==> src/rtl/booth_mac_accum.sv <==
// Saturating multiply-accumulate stage fed by the Booth multiplier.
// Sums N_TERMS signed products (or fewer on flush) and presents the result over valid/ready.
module booth_mac_accum #(
  parameter int PROD_W  = 18,
  parameter int ACC_W   = 24,
  parameter int N_TERMS = 16,
  parameter int CNT_W   = 5
) (
  input  logic                     clk,
  input  logic                     rst,
  input  logic signed [PROD_W-1:0] i_prod_in,
  input  logic                     i_prod_valid,
  output logic                     o_prod_ready,
  input  logic                     i_flush,
  input  logic                     i_clear,
  output logic signed [ACC_W-1:0]  o_acc_out,
  output logic                     o_acc_valid,
  input  logic                     i_acc_ready,
  output logic                     o_overflow,
  output logic [CNT_W-1:0]         o_term_count
);

  if (ACC_W < PROD_W) begin : g_bad_acc_w
    $error("booth_mac_accum: ACC_W must be >= PROD_W");
  end
  if (N_TERMS < 1 || N_TERMS > (2**CNT_W) - 1) begin : g_bad_terms
    $error("booth_mac_accum: N_TERMS out of range for CNT_W");
  end

  typedef enum logic {
    ST_ACCUM = 1'b0,
    ST_HOLD  = 1'b1
  } state_t;

  localparam logic [CNT_W-1:0]        LP_LAST    = CNT_W'(N_TERMS - 1);
  localparam logic signed [ACC_W-1:0] LP_ACC_MAX = {1'b0, {(ACC_W-1){1'b1}}};
  localparam logic signed [ACC_W-1:0] LP_ACC_MIN = {1'b1, {(ACC_W-1){1'b0}}};

  state_t                    r_state;
  state_t                    w_state_nxt;
  logic signed [ACC_W-1:0]   r_acc;
  logic                      r_ovf;
  logic [CNT_W-1:0]          r_cnt;

  logic                      w_accept;
  logic                      w_last;
  logic                      w_pop;
  logic signed [ACC_W:0]     w_prod_ext;
  logic signed [ACC_W:0]     w_acc_ext;
  logic signed [ACC_W:0]     w_sum_wide;
  logic                      w_sum_ovf;
  logic signed [ACC_W-1:0]   w_sum_sat;

  assign w_accept = i_prod_valid && o_prod_ready;
  assign w_last   = (r_cnt == LP_LAST);
  assign w_pop    = (r_state == ST_HOLD) && i_acc_ready;

  // One guard bit: the two top bits disagree exactly when the ACC_W-bit sum overflowed.
  assign w_prod_ext = {{(ACC_W + 1 - PROD_W){i_prod_in[PROD_W-1]}}, i_prod_in};
  assign w_acc_ext  = {r_acc[ACC_W-1], r_acc};
  assign w_sum_wide = w_acc_ext + w_prod_ext;
  assign w_sum_ovf  = w_sum_wide[ACC_W] != w_sum_wide[ACC_W-1];

  always_comb begin
    w_sum_sat = w_sum_wide[ACC_W-1:0];
    if (w_sum_ovf) begin
      w_sum_sat = w_sum_wide[ACC_W] ? LP_ACC_MIN : LP_ACC_MAX;
    end
  end

  always_ff @(posedge clk or posedge rst) begin
    if (rst) begin
      r_state <= ST_ACCUM;
    end else begin
      r_state <= w_state_nxt;
    end
  end

  always_comb begin
    w_state_nxt = r_state;
    if (i_clear) begin
      w_state_nxt = ST_ACCUM;
    end else begin
      case (r_state)
        ST_ACCUM: begin
          if (w_accept && (w_last || i_flush)) begin
            w_state_nxt = ST_HOLD;
          end else if (i_flush && (r_cnt != '0)) begin
            w_state_nxt = ST_HOLD;
          end
        end
        ST_HOLD: begin
          if (i_acc_ready) begin
            w_state_nxt = ST_ACCUM;
          end
        end
        default: w_state_nxt = ST_ACCUM;
      endcase
    end
  end

  always_comb begin
    o_prod_ready = (r_state == ST_ACCUM) && !i_clear;
    o_acc_valid  = (r_state == ST_HOLD);
    o_acc_out    = r_acc;
    o_overflow   = r_ovf;
    o_term_count = r_cnt;
  end

  // Clear and pop both start a fresh result; accept cannot coincide with either.
  always_ff @(posedge clk or posedge rst) begin
    if (rst) begin
      r_acc <= '0;
      r_ovf <= 1'b0;
      r_cnt <= '0;
    end else if (i_clear || w_pop) begin
      r_acc <= '0;
      r_ovf <= 1'b0;
      r_cnt <= '0;
    end else if (w_accept) begin
      r_acc <= w_sum_sat;
      r_ovf <= r_ovf | w_sum_ovf;
      r_cnt <= r_cnt + CNT_W'(1);
    end
  end

endmodule

==> config.mk <==
export PLATFORM = sky130hd
export DESIGN_NAME = booth_mac_accum
export DESIGN_NICKNAME = d
export VERILOG_FILES = /design/src/rtl/booth_mac_accum.sv
export SDC_FILE = /design/constraint.sdc
export NUM_CORES = 1
export LEC_CHECK = 0
export ABC_AREA = 1
export BUFFER_PORTS_ARGS = -buffer_cell sky130_fd_sc_hd__buf_4
export CORE_MARGIN = 1.5
export CORE_UTILIZATION = 47
export CTS_CLUSTER_DIAMETER = 100
export CTS_CLUSTER_SIZE = 8
export DETAILED_ROUTE_END_ITERATION = 16
export PLACE_DENSITY = 0.72
export SYNTH_ARGS = -nofsm -noshare
export SYNTH_HDL_FRONTEND = slang
export SYNTH_SLANG_ARGS = --single-unit
==> constraint.sdc <==
create_clock -name clk -period 2.1 [get_ports clk]
set_input_delay 0.315 -clock clk [delete_from_list [all_inputs] [get_ports clk]]
set_output_delay 0.315 -clock clk [all_outputs]
set_load 0.005 [all_outputs]
==> metrics <==
via/cell ratio 5.25; post-synthesis mux area share 0%; CTS tree yes; cts hold-fix bufs 0; final instance area 4910 um^2; Final TNS setup -2.27 ns; full die area 7200 um^2; initial antenna violation count 0; Post-Synth XOR/XNOR Area 4.17%; pwr/cell area 1420 nW/um^2; wirelength, routed 10.5 mm; maximum fanout along the worst path 6; Tot GR Track Use 29.0%; deepest clock path buffer count 2; Post-Syn Area 3150 um^2; Core Rows 29; minimum clock period 2.24 ns; Port Buf Inserts 55; RSZ-0062 raised after global routing true; Worst-path clk slew 0.07 ns; CORE AREA 6420 um^2; area post-placement 4270 um^2; footprint of the multi-input gates 2510 um^2; critical path launch point type flip-flop; critical path required time 2.33 ns; number of synthesized register bits 31; Worst Tran Pin Value 0.447 ns; post-synthesis adder-cell area fraction 11.4%; post-synthesis cell type count 26; FF+latch area 776 um^2; largest family of logic cells by synthesized area simple AND/OR/NAND/NOR gates; fmax 0.447 GHz; final-report hold violation count 0; Pwr Total 6960 uW; violated checks DRC, setup timing; Die Ht 84.8 um; Max Transition Viols Final 0; CP Data Arrival Time 2.47 ns; clk_lat worst skew 0.29 ns; Layout fillers 515; Compound-Gate Fraction of Synth Area 9.26%; setup ws final -0.139 ns; antenna viol nets, final 0; WL/cell 14.4 um; via count 3809; Ys Warns 0; Setup Skew 0.00514 ns; gpl congestion 0.973; Final period util 107%; CP Capture Type flip-flop; Area Growth Syn to Fin 55.9%; Inserted Diodes 0; clk sinks 31; global-route wire length before repair 16.8 mm; Avg Cell Area, Syn 6.29 um^2; HP Class in2async; Lkg Pwr 0.00266 uW; pre-CTS setup slack -0.177 ns; Die Span X 84.8 um; Slew headroom 69.9%; layout cell share with drive strength beyond 1 37.0%; sequential fraction of the synthesis area 24.7%; Util after Layout 76.4%; status complete, but fails checks; Starting Density 49.0%; largest net degree at the start of global routing 32; DRC 2; # IOs 56; Syn Inst Count 500; final setup fails 24; Overflow after GRT 0; Num CTS Buffers 5; CTS root buf clkbuf_8; Max-Cap Viols 0; NumNets Final 699; vias in the first global route 3769; Detailed Place HPWL 7.51 mm; 1st-iter DRT viols 222; Syn Nets 552; htree depth 2; Pre-antenna DRT Iters 12; peak supply drop 0.000801 V; simple-gate area share of the yosys netlist 40.6%; critical path class reg2reg
[worst paths after layout]
kind / start / end / slack (ns) / cells after the start
worst min register to register: o_overflow / o_overflow / 0.51 / 2
worst max register to register: o_acc_out[16] / o_acc_out[20] / -0.14 / 12
worst min-delay path: rst / o_acc_out[4] / 0.11 / 3
worst max-delay path: o_acc_out[16] / o_acc_out[20] / -0.14 / 12
min in group clk: i_clear / o_overflow / 0.29 / 4
max in group asynchronous: rst / o_acc_out[20] / 1.68 / 3
[layout by cell type, fill, tap and decap left out, types with 10 or more instances in the layout]
cell     count
nand4_1     15
dfrtp_1     31
ha_4        20
buf_4      140
nand2_2     30
nand2_1    166
inv_1       64
a21oi_1     17
nand3_1     37
xnor2_1     10
nor2_1      25
o21ai_0     14
[metal layers]
metal / track usage [%] / up-vias / share of wire (%) / routed length, um
met5: 0 / - / 0 / 0
met4: 9.84 / 0 / 2.0 / 211
met3: 3.99 / 22 / 6.2 / 652
met2: 51.3 / 136 / 50 / 5220
met1: 36.2 / 1757 / 42 / 4380
li1: - / 1894 / - / -
[flip-flops by register name, indices dropped and copies added, names as in the netlist]
name and count:
o_acc_valid 1, o_overflow 1, o_acc_out 24, o_term_count 5
[cell type report]
class | instances | share of cell area (%)
multi-input cells | 396 | 51.1
repair buffers | 149 | 24.5
flip-flops and latches | 31 | 15.8
inverters | 64 | 4.90
well taps | 77 | 1.96
clock buffers | 5 | 1.40
clock inverters | 3 | 0.306
[Yosys cell counts]
cell,instances,area (um^2)
a21oi_2,1,8.76
buf_2,1,5.00
nand4_1,15,93.8
nor3_1,5,25.0
a21oi_1,26,130
or2_1,2,12.5
clkbuf_1,2,7.51
dfrtp_1,31,776
nand3_1,41,205
nand3_2,1,10.0
o21ai_0,14,70.1
nor2_2,4,25.0
nand2_2,9,56.3
nand2_1,192,721
fa_1,1,20.0
buf_4,2,15.0
xnor2_1,10,87.6
and2_1,2,12.5
xor2_1,5,43.8
ha_1,27,338
o21bai_1,8,60.1
o22ai_1,1,6.26
buf_6,4,45.0
a21oi_4,1,16.3
inv_1,64,240
nor2_1,31,116
[critical path, cell delays in order (launching register included)]
cell and delay (ns):
dfrtp_1 0.41, ha_4 0.30, nand2_1 0.12, nor2_2 0.17, nand2_1 0.10, nor2_2 0.14, nand2_4 0.08, nand4_1 0.16
nand2_4 0.09, a21oi_4 0.27, buf_6 0.19, nand2_2 0.06, nand2_1 0.07
[where the power goes]
part | leakage, uW | internal, uW | total, uW | switching, uW
logic | 0.00220 | 2730 | 5420 | 2690
clock network | 0.0000477 | 227 | 485 | 258
registers | 0.000413 | 820 | 1050 | 232
[through the flow]
| step | hold slack (ns) | std cells |
|---|---|---|
| after global routing | 0.168 | 725 |
| after floorplan | 0.419 | 500 |
| after global placement | 0.428 | 707 |
| after CTS | 0.126 | 719 |
| after detailed placement | 0.446 | 707 |
| final | 0.111 | 725 |
[logic make-up after synthesis]
kind of cell,count (synthesis)
AO/OA/AOI/OAI,51
XOR/XNOR,15
adder cells (fa/ha/maj),28
buffers and inverters,73
flip-flops,31
AND/OR/NAND/NOR,302
[repair_timing]
action,4_1_cts,5_1_grt
endpoints found under the setup margin,24,25
resized for setup,36,52
cloned,3,0
pin swaps,19,21
setup buffers,1,6
Power figures use the tool's default switching activity.
